$ cat src/rtl/midi_pkg.sv
`default_nettype none
// ============================================================================
// Module      : midi_pkg
// Description : Shared FSM state encoding and MIDI status-class boundaries
//               for the MIDI transmit queue.
// Revision    : 1.0 - initial release
// ============================================================================
package midi_pkg;

  typedef enum logic [1:0] {
    ST_IDLE      = 2'd0,
    ST_LAUNCH    = 2'd1,
    ST_WAIT_ACK  = 2'd2,
    ST_WAIT_DONE = 2'd3
  } tx_state_t;

  localparam logic [7:0] c_STATUS_BASE   = 8'h80;
  localparam logic [7:0] c_SYSCOM_BASE   = 8'hF0;
  localparam logic [7:0] c_REALTIME_BASE = 8'hF8;

  // Cycles WAIT_ACK tolerates without seeing the transmitter go busy.
  localparam logic [1:0] c_ACK_WAIT_CYCLES = 2'd3;

  function automatic logic is_channel_status(input logic [7:0] b);
    return (b >= c_STATUS_BASE) && (b < c_SYSCOM_BASE);
  endfunction

  function automatic logic is_system_common(input logic [7:0] b);
    return (b >= c_SYSCOM_BASE) && (b < c_REALTIME_BASE);
  endfunction

endpackage
`default_nettype wire

$ cat src/rtl/midi_tx_queue_if.sv
`default_nettype none
// ============================================================================
// Module      : midi_tx_queue_if
// Description : Producer-side write port and UART-side load port of the
//               MIDI transmit queue.
// Revision    : 1.0 - initial release
// ============================================================================
interface midi_tx_queue_if #(
  parameter int DEPTH = 16
);
  localparam int ADDR_W = $clog2(DEPTH);

  logic              wr_strobe;
  logic [7:0]        wr_data;
  logic              full;
  logic [ADDR_W:0]   count;
  logic              overflow;
  logic              clr_ovf;
  logic              tx_busy;
  logic              tx_strobe;
  logic [7:0]        tx_data;

  modport master (
    output wr_strobe, wr_data, clr_ovf, tx_busy,
    input  full, count, overflow, tx_strobe, tx_data
  );

  modport slave (
    input  wr_strobe, wr_data, clr_ovf, tx_busy,
    output full, count, overflow, tx_strobe, tx_data
  );

endinterface
`default_nettype wire

$ cat src/rtl/byte_fifo.sv
`default_nettype none
// ============================================================================
// Module      : byte_fifo
// Description : Power-of-two byte FIFO with wrapping pointers; full/empty
//               are derived from the occupancy count.
// Revision    : 1.0 - initial release
// ============================================================================
module byte_fifo #(
  parameter int DEPTH  = 16,
  parameter int ADDR_W = $clog2(DEPTH)
) (
  input  logic              clk,
  input  logic              rst,
  input  logic              i_push,
  input  logic              i_pop,
  input  logic [7:0]        i_din,
  output logic [7:0]        o_dout,
  output logic [ADDR_W:0]   o_count,
  output logic              o_full,
  output logic              o_empty
);

  localparam logic [ADDR_W:0] c_FULL_COUNT = (ADDR_W+1)'(DEPTH);

  logic [7:0]        r_mem [DEPTH];
  logic [ADDR_W-1:0] r_wr_ptr;
  logic [ADDR_W-1:0] r_rd_ptr;
  logic [ADDR_W:0]   r_count;

  logic w_full;
  logic w_empty;
  logic w_push_ok;
  logic w_pop_ok;

  assign w_full    = (r_count == c_FULL_COUNT);
  assign w_empty   = (r_count == '0);
  // A push into a full FIFO is refused even when a pop frees a slot this cycle.
  assign w_push_ok = i_push && !w_full;
  assign w_pop_ok  = i_pop && !w_empty;

  always_ff @(posedge clk or negedge rst) begin
    if (!rst) begin
      r_wr_ptr <= '0;
      r_rd_ptr <= '0;
      r_count  <= '0;
    end else begin
      if (w_push_ok) begin
        r_wr_ptr <= r_wr_ptr + 1'b1;
      end
      if (w_pop_ok) begin
        r_rd_ptr <= r_rd_ptr + 1'b1;
      end
      case ({w_push_ok, w_pop_ok})
        2'b10:   r_count <= r_count + 1'b1;
        2'b01:   r_count <= r_count - 1'b1;
        default: r_count <= r_count;
      endcase
    end
  end

  always_ff @(posedge clk) begin
    if (w_push_ok) begin
      r_mem[r_wr_ptr] <= i_din;
    end
  end

  assign o_dout  = r_mem[r_rd_ptr];
  assign o_count = r_count;
  assign o_full  = w_full;
  assign o_empty = w_empty;

endmodule
`default_nettype wire

$ cat src/rtl/midi_tx_queue.sv
`default_nettype none
// ============================================================================
// Module      : midi_tx_queue
// Description : Byte queue feeding a UART transmitter through a load/ack FSM.
//               Optional running-status suppression: MIDI_TX_RUNNING_STATUS_EN
// Revision    : 1.0 - initial release
// ============================================================================
module midi_tx_queue
  import midi_pkg::*;
#(
  parameter int DEPTH = 16
) (
  input  logic            clk,
  input  logic            rst,
  midi_tx_queue_if.slave  bus
);

  localparam int ADDR_W = $clog2(DEPTH);

  logic [7:0]      w_head;
  logic [ADDR_W:0] w_count;
  logic            w_full;
  logic            w_empty;
  logic            w_can_pop;
  logic            w_discard;

  tx_state_t       r_state;
  logic            r_tx_strobe;
  logic [7:0]      r_tx_data;
  logic [1:0]      r_ack_cnt;
  logic            r_overflow;

  byte_fifo #(
    .DEPTH  (DEPTH),
    .ADDR_W (ADDR_W)
  ) u_fifo (
    .clk     (clk),
    .rst     (rst),
    .i_push  (bus.wr_strobe),
    .i_pop   (w_can_pop),
    .i_din   (bus.wr_data),
    .o_dout  (w_head),
    .o_count (w_count),
    .o_full  (w_full),
    .o_empty (w_empty)
  );

  assign w_can_pop = (r_state == ST_IDLE) && !w_empty && !bus.tx_busy;

`ifdef MIDI_TX_RUNNING_STATUS_EN
  logic       r_rs_valid;
  logic [7:0] r_rs;

  // A repeated channel status is popped silently; the receiver reuses the last one.
  assign w_discard = r_rs_valid && is_channel_status(w_head) && (w_head == r_rs);

  always_ff @(posedge clk or negedge rst) begin
    if (!rst) begin
      r_rs_valid <= 1'b0;
      r_rs       <= 8'h00;
    end else if (w_can_pop && !w_discard) begin
      if (is_channel_status(w_head)) begin
        r_rs_valid <= 1'b1;
        r_rs       <= w_head;
      end else if (is_system_common(w_head)) begin
        r_rs_valid <= 1'b0;
      end
    end
  end
`else
  assign w_discard = 1'b0;
`endif

  always_ff @(posedge clk or negedge rst) begin
    if (!rst) begin
      r_state     <= ST_IDLE;
      r_tx_strobe <= 1'b0;
      r_tx_data   <= 8'h00;
      r_ack_cnt   <= 2'd0;
    end else begin
      r_tx_strobe <= 1'b0;
      case (r_state)
        ST_IDLE: begin
          if (w_can_pop && !w_discard) begin
            r_tx_data   <= w_head;
            r_tx_strobe <= 1'b1;
            r_state     <= ST_LAUNCH;
          end
        end
        ST_LAUNCH: begin
          r_ack_cnt <= 2'd0;
          r_state   <= ST_WAIT_ACK;
        end
        ST_WAIT_ACK: begin
          if (bus.tx_busy) begin
            r_state <= ST_WAIT_DONE;
          end else if (r_ack_cnt == (c_ACK_WAIT_CYCLES - 2'd1)) begin
            // Transmitter never acknowledged; give up rather than stall the queue.
            r_state <= ST_IDLE;
          end else begin
            r_ack_cnt <= r_ack_cnt + 2'd1;
          end
        end
        ST_WAIT_DONE: begin
          if (!bus.tx_busy) begin
            r_state <= ST_IDLE;
          end
        end
        default: r_state <= ST_IDLE;
      endcase
    end
  end

  always_ff @(posedge clk or negedge rst) begin
    if (!rst) begin
      r_overflow <= 1'b0;
    end else if (bus.wr_strobe && w_full) begin
      r_overflow <= 1'b1;
    end else if (bus.clr_ovf) begin
      r_overflow <= 1'b0;
    end
  end

  assign bus.full      = w_full;
  assign bus.count     = w_count;
  assign bus.overflow  = r_overflow;
  assign bus.tx_strobe = r_tx_strobe;
  assign bus.tx_data   = r_tx_data;

endmodule
`default_nettype wire

$ cat src/flat_wrapper.sv
// flat-port wrapper written by rule: the top's interface ports become plain ports
module midi_tx_queue_flat import midi_pkg::*;
#(
  parameter int DEPTH = 16
)
  (clk, rst, bus_wr_strobe, bus_wr_data, bus_clr_ovf, bus_tx_busy, bus_full, bus_count, bus_overflow, bus_tx_strobe, bus_tx_data);
  midi_tx_queue_if #(.DEPTH(DEPTH)) bus_i ();
  input  logic clk;
  input  logic rst;
  input wire logic [$bits(bus_i.wr_strobe)-1:0] bus_wr_strobe;
  input wire logic [$bits(bus_i.wr_data)-1:0] bus_wr_data;
  input wire logic [$bits(bus_i.clr_ovf)-1:0] bus_clr_ovf;
  input wire logic [$bits(bus_i.tx_busy)-1:0] bus_tx_busy;
  output wire logic [$bits(bus_i.full)-1:0] bus_full;
  output wire logic [$bits(bus_i.count)-1:0] bus_count;
  output wire logic [$bits(bus_i.overflow)-1:0] bus_overflow;
  output wire logic [$bits(bus_i.tx_strobe)-1:0] bus_tx_strobe;
  output wire logic [$bits(bus_i.tx_data)-1:0] bus_tx_data;
  assign bus_i.wr_strobe = bus_wr_strobe;
  assign bus_i.wr_data = bus_wr_data;
  assign bus_i.clr_ovf = bus_clr_ovf;
  assign bus_i.tx_busy = bus_tx_busy;
  assign bus_full = bus_i.full;
  assign bus_count = bus_i.count;
  assign bus_overflow = bus_i.overflow;
  assign bus_tx_strobe = bus_i.tx_strobe;
  assign bus_tx_data = bus_i.tx_data;
  midi_tx_queue #(.DEPTH(DEPTH)) u_core (.clk(clk), .rst(rst), .bus(bus_i));
endmodule
$ cat config.mk
export PLATFORM = sky130hd
export DESIGN_NAME = midi_tx_queue_flat
export DESIGN_NICKNAME = d
export VERILOG_FILES = /design/src/rtl/midi_pkg.sv /design/src/rtl/midi_tx_queue_if.sv /design/src/rtl/byte_fifo.sv /design/src/rtl/midi_tx_queue.sv /design/src/flat_wrapper.sv
export SDC_FILE = /design/constraint.sdc
export NUM_CORES = 1
export LEC_CHECK = 0
export ABC_AREA = 1
export CAP_MARGIN = 40
export CORE_ASPECT_RATIO = 0.9
export CORE_UTILIZATION = 45
export CTS_CLUSTER_SIZE = 12
export DETAILED_ROUTE_END_ITERATION = 8
export MAX_ROUTING_LAYER = met4
export SLEW_MARGIN = 20
export SYNTH_ARGS = -nofsm -noshare
export SYNTH_HDL_FRONTEND = slang
export SYNTH_SLANG_ARGS = --single-unit
$ cat constraint.sdc
create_clock -name clk -period 2.84 [get_ports clk]
set_input_delay 0.426 -clock clk [delete_from_list [all_inputs] [get_ports clk]]
set_output_delay 0.426 -clock clk [all_outputs]
set_load 0.03 [all_outputs]
Yosys cells after proc, flatten, opt, wreduce, memory -nomap -nowiden. Memory sizes are Yosys's and may differ from the RTL's. A register that Yosys moved wholly into a read port is not among the register bits. Cells that the tools add are included.

Shift-type cells: 0. $mul: 0. Magnitude comparators: 0. Eq/ne operators: 12. Reduce and logical (&&, ||, !) cells: 17. Bitwise operators: 0. Mux-type cells: 15. Add/sub/neg operators: 5. Divide/modulo/power cells: 0.

Operators with widths (count): 2-bit 2-to-1 mux (6); 5-bit one-hot mux with 2 select lines (1); 4-bit by 1-bit adder with 4-bit output (second input constant) (2); 2-bit == test (second input constant) (4); 2-bit inequality test (second input constant) (4); 2-bit one-hot mux with 4 select lines (1); 1-bit 2-to-1 mux (6); 3-bit AND reduction (2); 2-bit nonzero test (3); 5-bit by 1-bit adder with 5-bit output (second input constant) (1); 5-bit == test (second input constant) (1); 1-bit logical AND (5); 5-bit logical NOT (1); 5-bit by 1-bit subtractor with 5-bit output (second input constant) (1); 2-bit by 1-bit == test with 1-bit output (second input constant) (2); 1-bit logical NOT (4); 2-bit one-hot mux with 2 select lines (1); 3-bit by 2-bit inequality test with 1-bit output (second input constant) (1); 2-bit by 1-bit adder with 2-bit output (second input constant) (1); 2-bit logical NOT (1); 2-bit AND reduction (1).

Logic and storage cells: 57. Memory bits (writable): 128. Bits in latches: 0. Memory bits (read-only): 0. Memories: 1. Output and inout bits: 16. Register bits: 19.

Memories: u_core.u_fifo.r_mem (depth 16, bits a word 8, rd ports 1, clocked after Yosys merged registers in 1, wr ports 1, line byte_fifo.sv:25) `logic [7:0] r_mem [DEPTH];`.

Logic depth before layout (Yosys ltp). Gate-level depths: netlist of the first run.

Word-level depth: 7. Depth in mapped cells: 17. Depth with buffers taken out: 16.

Cells and area by module. From an unflattened synthesis of the first run, not the netlist that was laid out.

Cells, all modules: 687. Area total of the unflattened synthesis: 6815.3 um2.

By module, submodules not included: byte_fifo (times used 1, area each 6229.7 um2, cells an instance 622); midi_tx_queue (times used 1, area each 585.6 um2, cells an instance 65).

Worst setup path after synthesis of the first run. OpenSTA, ideal clock, no wires.

Path kind: register to register. From: register u_core.u_fifo.r_count[1] (netlist: u_core.u_fifo.o_count[1]). To: register u_core.u_fifo.r_count[4] (netlist: u_core.u_fifo.o_count[4]). Required time: 2.723 ns. Buffers on the path: 1. Period minus slack after synthesis: 2.401 ns. Cell stages (with the launch flop): 18. Library setup time: 0.117 ns. Arrival: 2.284 ns. Path slack: 0.439 ns. Cells stage by stage: dfrtp_1 > inv_1 > nand3_1 > inv_1 > nand2_1 > nand2_1 > inv_1 > buf_2 > ha_1 > inv_1 > fa_1 > inv_1 > nand2_1 > nand2_1 > a21oi_1 > xor2_1 > nand2_1 > nand2_1.

Word-level cells in the longest chain between the ends: 7. Elaborated cells on any way between the ends: 14. Those cells by class: 2 x add/sub; 3 x eq/ne; 1 x mux; 8 x reduce/logical.

RTL lines: from (decl) (line byte_fifo.sv:28) `logic [ADDR_W:0] r_count;`; from (signal assigned) (line byte_fifo.sv:54) `2'b10: r_count <= r_count + 1'b1;`; from (signal assigned) (line byte_fifo.sv:55) `2'b01: r_count <= r_count - 1'b1;`; from (signal assigned) (line byte_fifo.sv:56) `default: r_count <= r_count;`; 5-bit logical NOT (*) (line byte_fifo.sv:36) `assign w_empty = (r_count == '0);`; 1-bit logical NOT (*) (line byte_fifo.sv:39, midi_tx_queue.sv:48); 1-bit logical AND (2 in series) (line midi_tx_queue.sv:48) `assign w_can_pop = (r_state == ST_IDLE) && !w_empty && !bus.tx_busy;`; 1-bit logical AND (*) (line byte_fifo.sv:39) `assign w_pop_ok = i_pop && !w_empty;`; named net u_core.u_fifo.w_pop_ok (line byte_fifo.sv:33) `logic w_pop_ok;`; 2-bit by 1-bit == test with 1-bit output or 2-bit == test (tied branches) (line byte_fifo.sv:53) `case ({w_push_ok, w_pop_ok})`; 5-bit one-hot mux with 2 select lines or 2-bit nonzero test (tied branches).

The timed path passes the listed nets; every way through them passes the cells marked *. A chain may end at the register's enable or synchronous reset.

Worst setup path after layout of the first run.
From: register u_core.u_fifo.r_count[1] (netlist: u_core.u_fifo.o_count[1]). To: output port bus_full.

Word-level cells in the longest chain between the ends: 1.

RTL lines: 5-bit == test (line byte_fifo.sv:35) `assign w_full = (r_count == c_FULL_COUNT);`; to (decl) (line flat_wrapper.sv:14) `output wire logic [$bits(bus_i.full)-1:0] bus_full;`.

Every way passes these cells.

==> flow_summary.json, run 1 <==
{
  "status": "completed",
  "synth_top_family_by_area": "simple AND/OR/NAND/NOR gates",
  "nFillCells": 1305,
  "cp-startpoint": "u_core.u_fifo.o_count[1]",
  "nets": 758,
  "drt_iter0_drc": 430,
  "grt_pass1_wl_mm": 23.43,
  "worstPathArrival_ns": 1.95,
  "yosysUniqueCellTypes": 24,
  "grt_antenna_before_repair": 0,
  "syn_nets": 712,
  "yosysMostFrequentCell": "nand2_1",
  "max_freq_ghz": 0.4203,
  "finalCriticalPeriod_ns": 2.379,
  "cts_root_buffer": "clkbuf_16",
  "dr.pass1.iters": 5,
  "gp_congestion": 0.7779,
  "path_cells": "inv_1, nand3_1, inv_1, nand2_1, inv_1, clkdlybuf4s50_1",
  "htreeDepth": 4,
  "synthTopCellsByCount": "217 x nand2_1, 128 x edfxtp_1, 125 x inv_1, 100 x nand3_1, 27 x dfrtp_1",
  "antenna_left": 0,
  "crit_fanout": 4,
  "synthMuxAreaShare": 0,
  "syn2layout_area_growth_pct": 16.94,
  "start_util": 0.4656,
  "tightest_slew_ns": 0.8310,
  "worst_hold_slack_ns": 0.3879,
  "yosysWarnings": 0,
  "die_x_um": 132.5,
  "crit_slowest_cell": "clkdlybuf4s50_1",
  "fin_tns_setup_ns": 0,
  "clkLatencyLatePin_ns": 0.42,
  "totalWireLength_mm": 15.21,
  "grt_pass1_vias": 4282,
  "grt-ovfl-total": 0,
  "ys.flop_type": "edfxtp_1",
  "required_ns": 2.41,
  "tritoncts": "yes",
  "synthTopCellsByArea": "edfxtp_1 56%, nand2_1 12%, dfrtp_1 9.8%, nand3_1 7.3%, inv_1 6.8%",
  "dp_hpwl_mm": 9.788,
  "ctsResizeCount": 0,
  "synth_cells": 688,
  "maxSlewViolCount": 0,
  "synth-simple-area-share": 0.2080,
  "synth_edf_count": 128,
  "layout-drive-gt1-share": 0.07383,
  "grt_use_total": 0.2111,
  "synth-adder-area-share": 0.02103,
  "critPathMostFrequentCell": "inv_1",
  "synth_area_um2": 6900,
  "synth_area_per_cell_um2": 10.03,
  "synth_compound_area_frac": 0.01124,
  "final_hold_viol_count": 0,
  "met1_length_mm": 7.329,
  "cts_setup_buffers": 0,
  "clock_skew_ns": 0.006316,
  "worst_setup_path_end_kind": "primary output",
  "cts_hold_buf": 0,
  "grt_max_degree": 67,
  "synth_top_cell_by_area": "edfxtp_1",
  "vias": 4576,
  "critPathMaxStageDelay_ns": 0.66,
  "met2_length_mm": 6.780,
  "finalCritPeriodShare": 0.8378,
  "yosysSeqAreaShare": 0.6549,
  "die-area_um2": 15830,
  "synth-async-reset-ratio": 0.1742,
  "top_layer": "met4",
  "clk_pin_slew_ns": 0.06,
  "power_density_nw_per_um2": 1008,
  "die_h_um": 119.5,
  "clkSinkCount": 155,
  "ys_seq_elements": 155,
  "antenna_cells": 0,
  "r2r-start": "u_core.u_fifo.o_count[1]",
  "critPathKind": "register to primary output",
  "maxCapViolations": 0,
  "core_um2": 14820,
  "io_pins": 29,
  "synth_top_cell_area_share": 0.5570,
  "relSlewSlack": 0.4443,
  "rows": 42,
  "setup_viol": 0,
  "peakVddDrop_mv": 0.6682,
  "numCtsBuffers": 17,
  "post_drt_wl_per_cell_um": 16.13,
  "hold_path_class": "primary input to asynchronous set/reset pin",
  "synth_xor_area_frac": 0.01142,
  "critPathLaunchType": "register",
  "drc": 0,
  "wl_met3_um": 808,
  "port_buffers": 28,
  "rsz0062_at_grt": "false",
  "routed_via_density": 4.853,
  "p_leak_nw": 3.577,
  "cts_max_path_buffers": 2
}
-- cells in the final DEF (no fill, tap or decap), drive strengths merged, types with 2 or more instances in the layout --
cell type,instances
clkdlybuf4s50,28
inv,127
nor2,10
edfxtp,128
bufinv,4
nor3,14
o21ai,7
nand2,219
xnor2,2
dfrtp,27
nand3,100
clkinv,5
a21oi,3
ha,10
clkbuf,21
xor2,7
buf,27
-- routing by layer --
metal	vias up	GRT usage
met3	24	0.05364
met2	117	0.2990
met1	2142	0.2907
li1	2293	-
met4	0	0.08405
met5	-	-
-- worst max-delay path: cells and delay by family, from the launching register on --
family | cells | cell delay, ns
simple gates | 2 | 0.16
buf+inv | 4 | 0.94
flops | 1 | 0.42
-- sequential cells by signal (all words and copies together), names as in the netlist --
| register | count |
|---|---|
| u_core.u_fifo.r_rd_ptr | 4 |
| u_core.u_fifo.r_mem | 128 |
| u_core.bus.tx_strobe | 1 |
| u_core.r_state | 2 |
| u_core.bus.overflow | 1 |
| u_core.r_ack_cnt | 2 |
| u_core.bus.tx_data | 8 |
| u_core.u_fifo.r_wr_ptr | 4 |
| u_core.u_fifo.o_count | 5 |
-- worst paths after layout --
kind / endpoint / slack [ns] / cells after the start
setup / recovery: bus_full / 0.46 / 6
hold / removal: u_core.bus.tx_data[5] / 0.39 / 1
setup reg to reg: u_core.u_fifo.o_count[4] / 0.58 / 15
hold reg to reg: u_core.bus.tx_data[6] / 0.48 / 2
max in group asynchronous: u_core.u_fifo.r_wr_ptr[2] / 1.82 / 2
min in group clk: u_core.bus.tx_data[6] / 0.48 / 2
-- stage by stage --
step                      utilization  area (um^2)  cells  power [mW]  worst slack (ns)
after detailed placement       0.5048         7481    913       5.907            0.2206
final                          0.5445         8069    943       8.130            0.4607
after global placement         0.5048         7481    913       5.831            0.2801
after global routing           0.5445         8069    943       8.593            0.3345
after CTS                      0.5445         8069    943       8.187            0.4291
after floorplan                     -         6900    688       4.975            0.4386
-- power breakdown --
part	internal [mW]	total [mW]	leakage, nW	switching, mW
logic	0.932	2.85	1.81	1.92
registers	2.82	3.00	1.49	0.186
clock network	1.45	2.28	0.280	0.828
total	5.20	8.13	3.58	2.93
-- kinds of logic (layout without fill, tap and decap cells) --
| kind of cell | Yosys count | in the layout |
|---|---|---|
| and+or+nand+nor | 343 | 343 |
| AOI/OAI and AO/OA | 14 | 14 |
| DFF | 155 | 155 |
| adders and majority gates | 11 | 11 |
| xor gates and xnor gates | 9 | 9 |
| buffers and inverters | 156 | 213 |
-- final cells by class --
type | instances | area [um^2] | share of cell area
Clock buffer | 21 | 440.4 | 0.05458
Clock inverter | 9 | 147.6 | 0.01830
Inverter | 128 | 480.5 | 0.05954
Multi-Input combinational cell | 377 | 1737 | 0.2152
Sequential cell | 155 | 4521 | 0.5602
Tap cell | 198 | 247.7 | 0.03070
Timing Repair Buffer | 55 | 495.5 | 0.06140
Power figures use the tool's default switching activity.
==> run 2, diff against run 1 <==
Clock period 2.84 ns to 2.2 ns, I/O delays scaled along.
==> flow_summary.json, run 2 (synthesis results as in run 1) <==
{
  "status": "completed",
  "setup_viol": 0,
  "use_met1": 0.3078,
  "largest_register": "u_core.u_fifo.r_mem",
  "tightest_slew_ns": 0.6311,
  "grt-ovfl-total": 0,
  "clkLatencyLatePin_ns": 0.43,
  "crit_slowest_cell": "dfrtp_2",
  "maxCapViolations": 0,
  "post-place-ws_ns": -0.2317,
  "post_drt_wl_per_cell_um": 16.44,
  "grt_max_degree": 66,
  "drc": 0,
  "met3_usage": 0.03917,
  "tritoncts": "yes",
  "critPathMaxStageDelay_ns": 0.46,
  "core_um2": 14820,
  "cts_root_buffer": "clkbuf_16",
  "finalCriticalPeriod_ns": 2.060,
  "top_usage_layer": "met2",
  "dp_hpwl_mm": 9.983,
  "finalCritPeriodShare": 0.9364,
  "port_buffers": 28,
  "power_density_nw_per_um2": 1287,
  "r2r_slack_ns": 0.14,
  "die_h_um": 119.5,
  "path_cells": "nor2_2, nand3_1, inv_1, nand2_1, nand2_2, ha_4, inv_1, fa_1, inv_1, nand2_2, nand2_1, a21oi_2, xor2_1, nand2_1, nand2_1",
  "mostFrequentLayoutCells": "216 x nand2_1, 128 x edfxtp_1, 125 x inv_1",
  "clk_pin_slew_ns": 0.06,
  "hold_path_class": "primary input to asynchronous set/reset pin",
  "largest_reg_flops": 128,
  "worst_setup_path_end_kind": "register",
  "worst_hold_slack_ns": 0.2900,
  "die-area_um2": 15830,
  "reg2reg_depth": 15,
  "critPathKind": "register to register",
  "layoutNonFillerInstCount": 959,
  "critPathMostFrequentCell": "nand2_1",
  "totalWireLength_mm": 15.77,
  "critPathLaunchType": "register",
  "antenna_cells": 0,
  "final_hold_viol_count": 0,
  "antenna_left": 0,
  "maxSlewViolCount": 0,
  "io_pins": 29,
  "final_common_cell": "nand2_1",
  "fin_util": 0.5540,
  "htreeDepth": 4,
  "numCtsBuffers": 17,
  "fin_tns_setup_ns": 0,
  "max_freq_ghz": 0.4854,
  "grt_pass1_wl_mm": 25.05,
  "dp.cells": 924,
  "drt_iter0_drc": 293,
  "p_leak_nw": 3.654,
  "grt_antenna_before_repair": 0,
  "layout_setup_ws_ns": 0.1400,
  "layout-drive-gt1-share": 0.1117,
  "crit_fanout": 4,
  "syn2layout_area_growth_pct": 18.97,
  "required_ns": 2.52,
  "nets": 772,
  "grt_use_total": 0.2231,
  "met2_usage": 0.3322,
  "reg2reg_to": "u_core.u_fifo.o_count[4]",
  "routed_via_density": 4.947,
  "r2r-start": "u_core.u_fifo.o_count[2]",
  "clkSinkCount": 155,
  "grt_pass1_vias": 4545,
  "cts_max_path_buffers": 2,
  "rows": 42,
  "start_util": 0.4656,
  "peakVddDrop_mv": 0.8355,
  "dr.pass1.iters": 6,
  "worstPathArrival_ns": 2.38,
  "vias": 4744,
  "clock_skew_ns": 0.01050,
  "relSlewSlack": 0.5780,
  "gp_congestion": 0.8634,
  "die_x_um": 132.5
}
[run 2: worst max-delay path by stage]
stage	from	slack (ns)	cells after the start	endpoint
finish	u_core.u_fifo.o_count[2]	0.14	15	u_core.u_fifo.o_count[4]
floorplan	u_core.u_fifo.o_count[1]	0.01	16	u_core.u_fifo.o_count[4]
global route	u_core.u_fifo.o_count[2]	-0.006	14	u_core.u_fifo.o_count[3]
detailed placement	bus_tx_busy	-0.23	14	u_core.u_fifo.o_count[4]
CTS	u_core.u_fifo.o_count[3]	0.08	15	u_core.u_fifo.o_count[4]
global placement	bus_tx_busy	-0.19	14	u_core.u_fifo.o_count[4]
[run 2: layer usage]
layer,part of all wire,vias up
li1,-,2318
met1,0.46,2272
met2,0.47,135
met3,0.055,19
met4,0.016,0
met5,0,-
[run 2: through the flow]
step / power [mW] / cell area [um^2]
3_5_place_dp: 7.721 / 7581
6_report: 10.57 / 8209
2_1_floorplan: 6.448 / 6927
3_3_place_gp: 7.635 / 7581
5_1_grt: 11.22 / 8209
4_1_cts: 10.55 / 8157
[run 2: layout make-up]
| class | count | area (um^2) |
|---|---|---|
| clock inverters | 6 | 56.30 |
| clock buffers | 26 | 520.5 |
| flip-flops and latches | 155 | 4526 |
| well taps | 198 | 247.7 |
| fillers | 1300 | 6610 |
| inverters | 128 | 480.5 |
| repair buffers | 69 | 599.3 |
| multi-input cells | 377 | 1779 |
[run 2: timing repair]
item,in CTS,in global routing
hold buffers,0,0
pin swaps,0,0
setup buffers,0,3
setup endpoints to repair,1,2
resized for setup,1,6
[run 2: power by group]
part / total [mW] / switching [mW] / internal [mW]
registers: 3.88 / 0.240 / 3.64
clock network: 2.82 / 1.08 / 1.74
logic: 3.86 / 2.57 / 1.29
total: 10.6 / 3.89 / 6.67
[run 2: critical path: cells and delay by family (launching register included)]
kind	cells	cell delay (ns)
adder cells (fa/ha/maj)	2	0.52
AND/OR/NAND/NOR	8	0.58
buffers and inverters	3	0.20
flip-flops	1	0.46
AO/OA/AOI/OAI	1	0.06
XOR/XNOR	1	0.14
==> run 3, diff against run 2 <==
Settings changed: CORE_UTILIZATION 45 to 25.
==> flow_summary.json, run 3 (synthesis results as in run 1) <==
{
  "grt_use_total": 0.1207,
  "cp_top_family": "simple AND/OR/NAND/NOR gates",
  "critPathMostFrequentCell": "nand2_1",
  "post-place-ws_ns": -0.1371,
  "layout-drive-gt1-share": 0.1094,
  "worst_setup_path_end_kind": "register",
  "tightest_slew_ns": 0.7741,
  "vias": 4659,
  "hold_path_class": "primary input to asynchronous set/reset pin",
  "dp_hpwl_mm": 9.950,
  "io_pins": 29,
  "rsz0062_at_grt": "false",
  "final_hold_viol_count": 0,
  "finalCriticalPeriod_ns": 2.034,
  "critPathLaunchType": "register",
  "setup_viol": 0,
  "core_um2": 27030,
  "die-area_um2": 28270,
  "swShare": 0.3774,
  "routed_via_density": 4.186,
  "layout_setup_ws_ns": 0.1657,
  "grt_pass1_wl_mm": 25.12,
  "power_frac_comb": 0.372,
  "die_x_um": 177.1,
  "max_freq_ghz": 0.4916,
  "relSlewSlack": 0.4823,
  "clk_pin_slew_ns": 0.06,
  "seq_power_share": 0.369,
  "critPathKind": "register to register",
  "final_common_cell": "nand2_1",
  "crit_fanout": 3,
  "p_sw_mw": 3.958,
  "syn2layout_area_growth_pct": 21.21,
  "clkLatencyLatePin_ns": 0.42,
  "cts_root_buffer": "clkbuf_16",
  "htreeDepth": 4,
  "clock_skew_ns": 0.008640,
  "fin_area_um2": 8364,
  "totalWireLength_mm": 15.71,
  "dr.pass1.iters": 5,
  "place_area_um2": 7766,
  "clkSinkCount": 155,
  "required_ns": 2.51,
  "numCtsBuffers": 17,
  "tritoncts": "yes",
  "mostFrequentLayoutCells": "216 x nand2_1, 128 x edfxtp_1, 124 x inv_1",
  "maxCapViolations": 0,
  "critPathMaxStageDelay_ns": 0.41,
  "crit_slowest_cell": "dfrtp_2",
  "grt_antenna_before_repair": 0,
  "finalCritPeriodShare": 0.9247,
  "drc": 0,
  "crit_buf_inv": 3,
  "power_density_nw_per_um2": 1254,
  "peakVddDrop_mv": 0.5161,
  "power.internal_mw": 6.531,
  "grt-ovfl-total": 0,
  "largest_reg_flops": 128,
  "maxSlewViolCount": 0,
  "path_cells": "nor2_1, nand3_1, inv_1, nand2_1, nand2_2, ha_4, inv_1, fa_1, inv_1, nand2_2, nand2_1, a21oi_2, xor2_1, nand2_1, nand2_1",
  "rows": 57,
  "die_h_um": 159.6,
  "largest_register": "u_core.u_fifo.r_mem",
  "clockPowerShare": 0.259,
  "grt_pass1_vias": 4583,
  "worstPathArrival_ns": 2.34,
  "drt_iter0_drc": 330,
  "p_leak_nw": 3.615,
  "gp_congestion": 0.8088,
  "start_util": 0.2553,
  "grt_max_degree": 67,
  "antenna_left": 0,
  "post_drt_wl_per_cell_um": 14.11,
  "status": "completed",
  "port_buffers": 28,
  "cts_max_path_buffers": 2,
  "antenna_cells": 0,
  "nets": 770
}
## run 3: cell count changes in the layout (fill, tap and decap cells not counted), sizes merged
cell      previous run  this run
clkinvlp             0         5
clkbuf              26        18
inv                128       129
buf                 41        39
clkinv               5         7
## run 3: metrics by stage
| step | util | TNS, ns | std cells | hold slack [ns] | power (mW) |
|---|---|---|---|---|---|
| global placement | 0.2873 | -0.1526 | 1077 | 0.4696 | 7.704 |
| detailed placement | 0.2873 | -0.1371 | 1077 | 0.4713 | 7.770 |
| finish | 0.3094 | 0 | 1113 | 0.3079 | 10.49 |
| floorplan | - | 0 | 688 | 0.03441 | 6.448 |
| CTS | 0.3076 | 0 | 1109 | 0.3172 | 10.52 |
| global route | 0.3094 | 0 | 1113 | 0.3405 | 11.14 |
## run 3: area by class of cell
class                   instances  area [um^2]
clock buffers                  18        429.2
clock inverters                14        121.4
fillers                      2690        18670
inverters                     128        480.5
multi-input cells             377         1768
flip-flops and latches        155         4526
well taps                     354        442.9
repair buffers                 67        596.8
## run 3: final timing paths
| kind | start | end | slack (ns) | cells after the start |
|---|---|---|---|---|
| max in group asynchronous | rst | u_core.u_fifo.o_count[3] | 1.58 | 2 |
| hold reg to reg | u_core.bus.tx_data[3] | u_core.bus.tx_data[3] | 0.48 | 2 |
| setup / recovery | u_core.u_fifo.o_count[3] | u_core.u_fifo.o_count[4] | 0.17 | 15 |
| setup reg to reg | u_core.u_fifo.o_count[3] | u_core.u_fifo.o_count[4] | 0.17 | 15 |
| min in group clk | bus_clr_ovf | u_core.bus.overflow | 0.48 | 2 |
| hold / removal | rst | u_core.bus.tx_strobe | 0.31 | 2 |
## run 3: what timing repair did
item / in CTS / in global routing
hold buffers: 0 / 0
setup buffers: 0 / 4
resized for setup: 1 / 4
endpoints found under the setup margin: 1 / 1
## run 3: metal layers
| layer | GRT usage | up-vias | routed length [um] |
|---|---|---|---|
| met5 | - | - | 0 |
| met4 | 0.05094 | 0 | 370 |
| met3 | 0.02000 | 21 | 516 |
| met2 | 0.1969 | 87 | 7692 |
| met1 | 0.1470 | 2223 | 7126 |
| li1 | - | 2328 | - |
## run 3: power groups by stage
stage | registers, mW | clock network (mW) | logic [mW]
detailed placement | 3.94 | 0 | 3.83
finish | 3.87 | 2.72 | 3.90
CTS | 3.88 | 2.78 | 3.86
floorplan | 4.10 | 0 | 2.35
global route | 3.92 | 2.89 | 4.33
global placement | 3.93 | 0 | 3.78
## run 3: worst reg2reg max path, stage by stage (launching register included)
cell,delay [ns]
dfrtp_2,0.41
nor2_1,0.11
nand3_1,0.07
inv_1,0.08
nand2_1,0.08
nand2_2,0.12
ha_4,0.14
inv_1,0.04
fa_1,0.38
inv_1,0.08
nand2_2,0.06
nand2_1,0.07
a21oi_2,0.05
xor2_1,0.13
nand2_1,0.06
nand2_1,0.04
